==> config.mk <==
export PLATFORM = sky130hd
export DESIGN_NAME = rotor1_inv
export DESIGN_NICKNAME = d
export VERILOG_FILES = /design/src/rtl/enigma_pkg.sv /design/src/rtl/rotor1_inv_map.sv /design/src/rtl/rotor1_inv.sv
export SDC_FILE = /design/constraint.sdc
export NUM_CORES = 1
export LEC_CHECK = 0
export ABC_AREA = 0
export CORE_MARGIN = 10
export CORE_UTILIZATION = 45
export CTS_CLUSTER_DIAMETER = 150
export DETAILED_ROUTE_END_ITERATION = 6
export GPL_TIMING_DRIVEN = 0
export MAX_ROUTING_LAYER = met4
export PLACE_DENSITY = 0.77
export RECOVER_POWER = 50
export SLEW_MARGIN = 10
export SYNTH_ARGS = -nofsm -noshare
export SYNTH_HDL_FRONTEND = slang
export SYNTH_SLANG_ARGS = --single-unit
==> constraint.sdc <==
create_clock -name clk -period 4.6 [get_ports clk]
set_input_delay 0.92 -clock clk [delete_from_list [all_inputs] [get_ports clk]]
set_output_delay 0.92 -clock clk [all_outputs]
set_load 0.02 [all_outputs]
==> src/rtl/enigma_pkg.sv <==
// -----------------------------------------------------------------------------
// enigma_pkg
// Shared constants for the Enigma cipher pipeline: alphabet size, letter
// width, the marker for an invalid letter, and the rotor 1 wiring tables in
// both directions.
// No ports (package).
// -----------------------------------------------------------------------------
package enigma_pkg;

    localparam int LETTERS  = 26;
    localparam int LETTER_W = 5;

    localparam logic [LETTER_W-1:0] BAD_LETTER = 5'd31;

    // Forward wiring, keyboard side -> reflector side (A..Z index).
    localparam logic [LETTER_W-1:0] ROTOR1_FWD [LETTERS] = '{
        5'd22, 5'd19, 5'd14, 5'd10, 5'd0,  5'd18, 5'd20, 5'd24, 5'd17,
        5'd21, 5'd1,  5'd23, 5'd9,  5'd7,  5'd16, 5'd2,  5'd15, 5'd25,
        5'd4,  5'd5,  5'd12, 5'd3,  5'd8,  5'd13, 5'd11, 5'd6
    };

    // Inverse wiring: ROTOR1_INV[ROTOR1_FWD[i]] == i.
    localparam logic [LETTER_W-1:0] ROTOR1_INV [LETTERS] = '{
        5'd4,  5'd10, 5'd15, 5'd21, 5'd18, 5'd19, 5'd25, 5'd13, 5'd22,
        5'd12, 5'd3,  5'd24, 5'd20, 5'd23, 5'd2,  5'd16, 5'd14, 5'd8,
        5'd5,  5'd1,  5'd6,  5'd9,  5'd0,  5'd11, 5'd7,  5'd17
    };

endpackage

==> src/rtl/rotor1_inv_map.sv <==
// -----------------------------------------------------------------------------
// rotor1_inv_map
// Combinational inverse substitution of rotor 1 at a given rotor position:
//   out_data = (ROTOR1_INV[in_data] - pos) mod 26, or BAD_LETTER when
//   in_data is not a letter (26..31).
// Ports:
//   in_data  in  5  reflected letter
//   pos      in  5  rotor position, 0..25
//   out_data out 5  keyboard-side letter or BAD_LETTER
// -----------------------------------------------------------------------------
module rotor1_inv_map
    import enigma_pkg::*;
(
    input  logic [LETTER_W-1:0] in_data,
    input  logic [LETTER_W-1:0] pos,
    output logic [LETTER_W-1:0] out_data
);

    localparam logic [5:0] MOD = 6'(LETTERS);

    logic                is_letter;
    logic [LETTER_W-1:0] idx;
    logic [5:0]          diff;

    // NOTE: every signal driven here gets a default first, so no path can
    // leave one unassigned and infer a latch.
    always_comb begin
        is_letter = 1'b0;
        idx       = '0;
        diff      = '0;
        out_data  = BAD_LETTER;

        is_letter = (in_data < 5'(LETTERS));
        // Clamp the table index so invalid letters never address past Z.
        idx       = is_letter ? in_data : '0;
        // Adding 26 first keeps the subtraction non-negative in 6 bits.
        diff      = {1'b0, ROTOR1_INV[idx]} + MOD - {1'b0, pos};
        if (is_letter) begin
            out_data = (diff >= MOD) ? 5'(diff - MOD) : diff[LETTER_W-1:0];
        end
    end

endmodule

==> src/rtl/rotor1_inv.sv <==
// -----------------------------------------------------------------------------
// rotor1_inv
// Return-path stage for rotor 1 plus the rotor position register. Letters pass
// through a one-deep registered valid/ready stage; the inverse mapping uses the
// position as it was on the accept edge.
// Optional feature macro: ROTOR1_INV_SELFCHECK_EN (forward-maps each result
// back and flags a sticky chk_err on disagreement; otherwise chk_err = 0).
// Ports:
//   clk       in  1  system clock
//   rst       in  1  synchronous active-high reset
//   pos_load  in  1  load pos_init (priority over step)
//   pos_init  in  5  initial position; values > 25 load 0
//   step      in  1  advance position mod 26
//   pos       out 5  current rotor position
//   carry_out out 1  one-cycle turnover pulse after stepping from NOTCH
//   in_valid  in  1  reflected letter available
//   in_ready  out 1  stage can accept
//   in_data   in  5  reflected letter
//   out_valid out 1  result held
//   out_ready in  1  downstream accepts
//   out_data  out 5  keyboard-side letter, 31 for invalid input
//   chk_err   out 1  sticky self-check error
// -----------------------------------------------------------------------------
module rotor1_inv
    import enigma_pkg::*;
#(
    parameter logic [LETTER_W-1:0] NOTCH = 5'd16
) (
    input  logic                clk,
    input  logic                rst,
    input  logic                pos_load,
    input  logic [LETTER_W-1:0] pos_init,
    input  logic                step,
    output logic [LETTER_W-1:0] pos,
    output logic                carry_out,
    input  logic                in_valid,
    output logic                in_ready,
    input  logic [LETTER_W-1:0] in_data,
    output logic                out_valid,
    input  logic                out_ready,
    output logic [LETTER_W-1:0] out_data,
    output logic                chk_err
);

    localparam logic [LETTER_W-1:0] LAST = 5'(LETTERS - 1);

    logic                accept;
    logic [LETTER_W-1:0] mapped;

    // The stage reads ready while in reset so upstream never sees a stall
    // caused by stale output state.
    assign in_ready = rst || !out_valid || out_ready;
    assign accept   = in_valid && in_ready;

    rotor1_inv_map u_map (
        .in_data (in_data),
        .pos     (pos),
        .out_data(mapped)
    );

    // NOTE: state uses non-blocking assignments so every register samples the
    // pre-edge values; the map above therefore sees the old pos even when a
    // step or load happens on the same edge.
    always_ff @(posedge clk) begin
        if (rst) begin
            pos       <= '0;
            carry_out <= 1'b0;
        end else begin
            carry_out <= step && !pos_load && (pos == NOTCH);
            if (pos_load) begin
                pos <= (pos_init <= LAST) ? pos_init : '0;
            end else if (step) begin
                pos <= (pos == LAST) ? '0 : pos + 5'd1;
            end
        end
    end

    always_ff @(posedge clk) begin
        if (rst) begin
            out_valid <= 1'b0;
            out_data  <= '0;
        end else if (accept) begin
            out_valid <= 1'b1;
            out_data  <= mapped;
        end else if (out_ready) begin
            out_valid <= 1'b0;
        end
    end

`ifdef ROTOR1_INV_SELFCHECK_EN
    localparam logic [5:0] MOD = 6'(LETTERS);

    logic [5:0]          fwd_sum;
    logic [LETTER_W-1:0] fwd_idx;
    logic                chk_fail;

    // Round trip: the forward wiring at (result + pos) must give in_data back.
    always_comb begin
        fwd_sum  = {1'b0, mapped} + {1'b0, pos};
        fwd_idx  = (fwd_sum >= MOD) ? 5'(fwd_sum - MOD) : fwd_sum[LETTER_W-1:0];
        chk_fail = accept && (in_data <= LAST) && (ROTOR1_FWD[fwd_idx] != in_data);
    end

    always_ff @(posedge clk) begin
        if (rst) begin
            chk_err <= 1'b0;
        end else if (chk_fail) begin
            chk_err <= 1'b1;
        end
    end
`else
    assign chk_err = 1'b0;
`endif

endmodule

==> flow_summary.yaml, run 1 <==
synth:
  yosysSeqAreaShare_pct: 18.77
  synthTopCellsByArea: "dfxtp_1, ha_1, inv_1"
  syn_area_mm2: 0.001280
  yosysWarnings: 0
  synth_edf_count: 0
  synth_top_cell_by_area: "dfxtp_1"
  synth_common_cells: "inv_1, nor2_1, ha_1, nand2_1, a21oi_1"
  async_flop_share_pct: 0
  synth_cell_type_count: 43
  postSynthAreaPerCell_um2: 7.273
  yosysMostFrequentCell: "inv_1"
  syn_nets: 211
  synth.top_cell.area_share_pct: 18.77
  ys_seq_elements: 12
  synth_ff_type: "dfxtp_1"
  synthCells: 176
route:
  highest_layer: "met4"
  dr.pass1.iters: 5
  drtIter0Drc: 125
  wl_mm: 3.543
  met1_length_mm: 1.422
  routed_via_density: 5.760
  drc: 0
  wl_met2_mm: 1.849
  route.vias.total: 1394
  ant_nets: 0
  wl_per_cell_um: 14.64
  wl_met3_um: 216
die:
  core_mm2: 0.002734
  die_h_um: 73.33
  rows: 19
  die_area_mm2: 0.005377
  start_util_pct: 46.82
  die_x_um: 73.33
  io_pins: 30
global_routing:
  grt_pass1_vias: 1306
  grt_start_max_net_pins: 11
  antenna_found_initial: 0
  grtUsageTotal_pct: 12.55
  grt_pass1_wl_mm: 5.589
  grt-ovfl-total: 0
layout:
  layout.area.seq_um2: 240.2
  n_antenna_cell: 0
  multi_input_area_um2: 980.9
  syn_to_final_growth_pct: 34.51
  utilization_pct: 62.97
  layout-drive-gt1-share_pct: 13.74
  fin_cells: 242
  fill_cells: 249
  fin_nets: 248
power:
  cell_internal_pwr_w: 0.0002791
  switching_power_w: 0.0001869
  powerDensity_mw_per_mm2: 270.7
  power_frac_seq_pct: 26.6
  combPwrFrac_pct: 59.6
  p_sw_share_pct: 40.11
  p_leak_nw: 0.7864
  ir_drop_v: 0.0002368
  power_frac_clock_pct: 13.8
flow_run:
  max_cap_viol_count: 0
worst_setup_path:
  startpoint_type: "input pin"
  critical_path_class: "input pin to register"
  regToRegStartpoint: "pos[2]"
  path_max_fanout: 10
  reg2regPathDepth: 8
  r2r_slack_ps: 1920
  cp.required_ps: 4790
  worstSetupEndpointType: "register"
  worstPathArrival_ps: 4610
  r2r-end: "out_data[2]"
clock_network:
  insertion_delay_ps: 270
  h-tree-depth: 1
  cts_tree: "built"
  cts_buffers: 3
  ctsLongestPathBuffers: 2
  root_buffer: "clkbuf_4"
  clkTransAtPathRegs_ps: 70
  cts_sinks: 12
  holdBufCountCts: 0
sta:
  clock_skew_ps: 2.004
  setup_slack_ps: 173.8
  slew_violations: 0
  finalCritPeriodShare_pct: 96.22
  timing.fmax_ghz: 0.2259
  final-setup-viol-count: 0
  hold_viol_final: 0
  fin_crit_ps: 4426
placed_design:
  place.gp.congestion: 0.9044
  numPlacedInstances: 234
  place_ws_ps: -1023
  io_buffers: 27
  post-dp-hpwl_mm: 2.589
run_status:
  outcome: "finished, final reports clean"
worst_hold_path:
  min_path_type: "register to register"
  hp-start: "out_data[0]"
  whs_endpoint: "out_data[0]"
  hold_path_depth: 2
-- how the worst max path moves through the flow --
stage               startpoint     endpoint  slack [ps]  depth (start not counted)
global route        in_data[3]  out_data[2]         -30                         19
CTS                 in_data[1]  out_data[2]          20                         17
floorplan           in_data[3]  out_data[2]          20                         18
global placement    in_data[3]  out_data[2]        -920                         19
finish              in_data[3]  out_data[2]         170                         19
detailed placement  in_data[3]  out_data[2]       -1020                         19
-- critical path, cell delays in order --
cell and delay [ps]:
clkbuf_2 140, buf_6 160, buf_4 170, nand2_1 70, nand2_2 90, ha_4 290, nor2b_4 140, a21oi_1 50
o32ai_1 260, a211oi_1 100, ha_1 320, inv_1 50, ha_2 190, fa_2 530, inv_1 70, a21o_1 220
o32ai_4 320, mux2_4 340, a211oi_2 200
-- metrics by stage --
step / instance area, um2 / hold slack, ps / power, W / setup TNS, ps
floorplan: 1281 / 569.0 / 0.0002897 / 0
global placement: 1590 / 487.7 / 0.0003525 / -2819
detailed placement: 1590 / 495.5 / 0.0003620 / -3278
CTS: 1694 / 505.7 / 0.0004514 / 0
global route: 1722 / 548.1 / 0.0005022 / -33.18
finish: 1722 / 506.8 / 0.0004660 / 0
-- logic make-up (layout without fill, tap and decap cells) --
kind of cell | count (synthesis) | in the layout | share of synthesized area (%)
multiplexers | 3 | 3 | 3.421
adder cells (fa/ha/maj) | 19 | 19 | 19.16
AO/OA/AOI/OAI | 45 | 45 | 23.95
AND/OR/NAND/NOR | 62 | 62 | 22.58
XOR/XNOR | 4 | 4 | 2.738
buffers and inverters | 30 | 65 | 9.091
flip-flops | 12 | 12 | 18.77
other | 1 | 1 | 0.2930
-- cell type report --
type,count,area share (%)
Multi-Input combinational cell,134,56.98
Timing Repair Buffer,32,17.59
Inverter,22,4.797
Tap cell,31,2.253
Buffer,8,3.125
Clock buffer,3,1.308
Sequential cell,12,13.95
-- routing by layer --
metal,vias to the layer above,track usage (%)
li1,687,-
met1,661,13.42
met2,37,22.54
met3,9,2.692
met4,0,3.727
met5,-,-
-- flip-flops by register name, indices dropped and copies added, names as in the netlist --
| register | flops |
|---|---|
| carry_out | 1 |
| out_valid | 1 |
| pos | 5 |
| out_data | 5 |
-- layout by cell type (no fill, tap or decap), types with 5 or more instances in the layout --
master,n
nor2_1,21
o21ai_0,5
nand2_1,14
a21oi_1,15
clkdlybuf4s50_1,16
nand3_1,8
ha_1,16
buf_4,9
dlygate4sd3_1,7
inv_1,22
dfxtp_1,12
-- repair_timing --
| item | 4_1_cts | 5_1_grt |
|---|---|---|
| cloned | 0 | 0 |
| pin swaps | 3 | 8 |
| endpoints found under the setup margin | 4 | 4 |
| resized for setup | 15 | 16 |
| buffers inserted | 4 | 1 |
-- power groups by stage --
stage / registers, W / logic, W / clock network (W)
global route: 0.000126 / 0.000308 / 0.0000687
global placement: 0.000126 / 0.000226 / 0
detailed placement: 0.000127 / 0.000235 / 0
CTS: 0.000125 / 0.000262 / 0.0000651
floorplan: 0.000139 / 0.000151 / 0
finish: 0.000124 / 0.000278 / 0.0000642
(Power assumes the default switching activity.)
==> run 2, diff against run 1 <==
--- a/config.mk
+++ b/config.mk
@@ -6,6 +6,7 @@
 export NUM_CORES = 1
 export LEC_CHECK = 0
 export ABC_AREA = 0
+export CAP_MARGIN = 15
 export CORE_MARGIN = 10
 export CORE_UTILIZATION = 45
 export CTS_CLUSTER_DIAMETER = 150
@@ -18,3 +19,4 @@
 export SYNTH_ARGS = -nofsm -noshare
 export SYNTH_HDL_FRONTEND = slang
 export SYNTH_SLANG_ARGS = --single-unit
+export TNS_END_PERCENT = 10
==> results of run 2 <==
Same layout as run 1: the final DEF is identical, and so are final timing and power.
==> run 3, diff against run 2 <==
--- a/config.mk
+++ b/config.mk
@@ -7,7 +7,6 @@
 export LEC_CHECK = 0
 export ABC_AREA = 0
 export CAP_MARGIN = 15
-export CORE_MARGIN = 10
 export CORE_UTILIZATION = 45
 export CTS_CLUSTER_DIAMETER = 150
 export DETAILED_ROUTE_END_ITERATION = 6
@@ -15,6 +14,7 @@
 export MAX_ROUTING_LAYER = met4
 export PLACE_DENSITY = 0.77
 export RECOVER_POWER = 50
+export SKIP_CTS_REPAIR_TIMING = 1
 export SLEW_MARGIN = 10
 export SYNTH_ARGS = -nofsm -noshare
 export SYNTH_HDL_FRONTEND = slang
==> run 3 against run 2 <==
  * Flip-flop and latch count unchanged
  * Total power up 3.7%
  * Fmax is 1.1% higher
  * Sequential share of layout area barely moved
  * Final area increased by 0.15%
  * Clock-buffer cell count increased by 1
  * Sequential power barely moved
  * Highest routed layer unchanged
  * Worst setup slack improved by 49 ps
==> flow_summary.yaml, run 3 (same netlist as run 1, synthesis figures left out) <==
run_status:
  outcome: "finished, final reports clean"
layout:
  reg.largest.list: "out_data (5), pos (5)"
  final_common_cell: "inv_1"
  syn_to_final_growth_pct: 34.70
  layout_common_cells: "inv_1, nor2_1, ha_1, clkdlybuf4s50_1, a21oi_1"
  layout-drive-gt1-share_pct: 11.85
  n_antenna_cell: 0
  fill_cells: 232
  fin_cells: 241
  fin_nets: 247
worst_setup_path:
  worstSetupEndpointType: "register"
  worstPathArrival_ps: 4570
  regToRegStartpoint: "pos[0]"
  startpoint_type: "input pin"
  path_max_fanout: 7
  r2r_slack_ps: 1950
  path_cells: "clkbuf_1 -> o211ai_1 -> nand2_2 -> ha_4 -> nor2b_4 -> a21oi_1 -> o32ai_1 -> a211oi_1 -> ha_1 -> inv_1 -> ha_1 -> fa_2 -> inv_1 -> a21o_1 -> o32ai_4 -> mux2_4 -> a211oi_2"
  reg2regPathDepth: 9
  slowest_stage: "fa_2"
  cp_slowest_stage_delay_ps: 530
  critical_path_class: "input pin to register"
  cp.required_ps: 4790
  r2r-end: "out_data[2]"
sta:
  finalCritPeriodShare_pct: 95.15
  slew_violations: 0
  grt_setup_unrepaired: "no"
  setup_slack_ps: 223.1
  fin_crit_ps: 4377
  timing.fmax_ghz: 0.2285
  final-setup-viol-count: 0
  hold_viol_final: 0
  clock_skew_ps: 3.449
die:
  start_util_pct: 49.42
  io_pins: 30
  rows: 18
  core_mm2: 0.002590
  die_x_um: 55.33
  die_area_mm2: 0.003061
  die_h_um: 55.33
power:
  combPwrFrac_pct: 56.8
  ir_drop_v: 0.0002282
  p_sw_share_pct: 38.74
  powerDensity_mw_per_mm2: 280.4
  power_frac_clock_pct: 17.5
  power_frac_seq_pct: 25.7
  total_power_w: 0.0004835
  p_leak_nw: 0.7909
  cell_internal_pwr_w: 0.0002962
  switching_power_w: 0.0001873
placed_design:
  io_buffers: 27
  place_ws_ps: -974.6
  place.gp.congestion: 0.9231
  numPlacedInstances: 233
  post-dp-hpwl_mm: 2.475
flow_run:
  max_cap_viol_count: 0
clock_network:
  root_buffer: "clkbuf_4"
  insertion_delay_ps: 270
  h-tree-depth: 1
  ctsLongestPathBuffers: 2
  cts_buffers: 3
  cts_tree: "built"
  cts_sinks: 12
  clkTransAtPathRegs_ps: 80
global_routing:
  grt_pass1_wl_mm: 5.168
  grt_pass1_vias: 1255
  grt_start_max_net_pins: 11
  grtUsageTotal_pct: 21.00
  grt-ovfl-total: 0
  antenna_found_initial: 0
worst_hold_path:
  whs_endpoint: "out_data[4]"
  min_path_type: "register to register"
  hp-start: "out_data[4]"
  hold_path_depth: 2
route:
  drc: 0
  wl_per_cell_um: 13.33
  route.vias.total: 1335
  routed_via_density: 5.539
  ant_nets: 0
  wl_mm: 3.213
  dr.pass1.iters: 5
  drtIter0Drc: 33
-- run 3: power groups by stage --
stage           clock, W  combinational, W  sequential, W
2_1_floorplan          0          0.000151       0.000139
3_3_place_gp           0          0.000225       0.000127
3_5_place_dp           0          0.000234       0.000127
4_1_cts        0.0000851          0.000236       0.000125
5_1_grt        0.0000896          0.000298       0.000126
6_report       0.0000844          0.000275       0.000124
-- run 3: per-stage QoR --
| stage | utilization, % | area [um2] | hold WS, ps | setup TNS, ps |
|---|---|---|---|---|
| floorplan | - | 1281 | 569.0 | 0 |
| global placement | 61.35 | 1589 | 497.2 | -2799 |
| detailed placement | 61.35 | 1589 | 504.3 | -3080 |
| CTS | 62.75 | 1625 | 514.6 | -1927 |
| global route | 66.57 | 1724 | 531.0 | 0 |
| finish | 66.57 | 1724 | 512.1 | 0 |
-- run 3: layer usage --
layer	track usage [%]	wire (um)	vias up
met4	8.929	22	0
met1	22.49	1332	617
met2	38.73	1780	31
met3	2.342	77	2
li1	-	-	685
met5	-	0	-
-- run 3: worst max-delay path: cells and delay by family --
kind                     cells  cell delay, ps
adder cells (fa/ha/maj)      4            1380
AND/OR/NAND/NOR              2             270
AO/OA/AOI/OAI                7            1370
buffers and inverters        3             270
multiplexers                 1             330
-- run 3: worst max path at each step --
stage,depth (start not counted),slack (ps),end,start
6_report,17,220,out_data[2],in_data[2]
5_1_grt,17,50,out_data[4],in_data[2]
4_1_cts,19,-690,out_data[2],in_data[3]
3_5_place_dp,19,-970,out_data[2],in_data[3]
3_3_place_gp,19,-920,out_data[2],in_data[3]
2_1_floorplan,18,20,out_data[2],in_data[3]
-- run 3: cell type report --
type                            instances  area [um2]  area share [%]
Buffer                                  8       53.80           3.120
Clock buffer                            4       36.28           2.105
Inverter                               22       82.58           4.790
Multi-Input combinational cell        134       970.9           56.31
Sequential cell                        12       240.2           13.93
Tap cell                               30       37.54           2.177
Timing Repair Buffer                   31       302.8           17.56
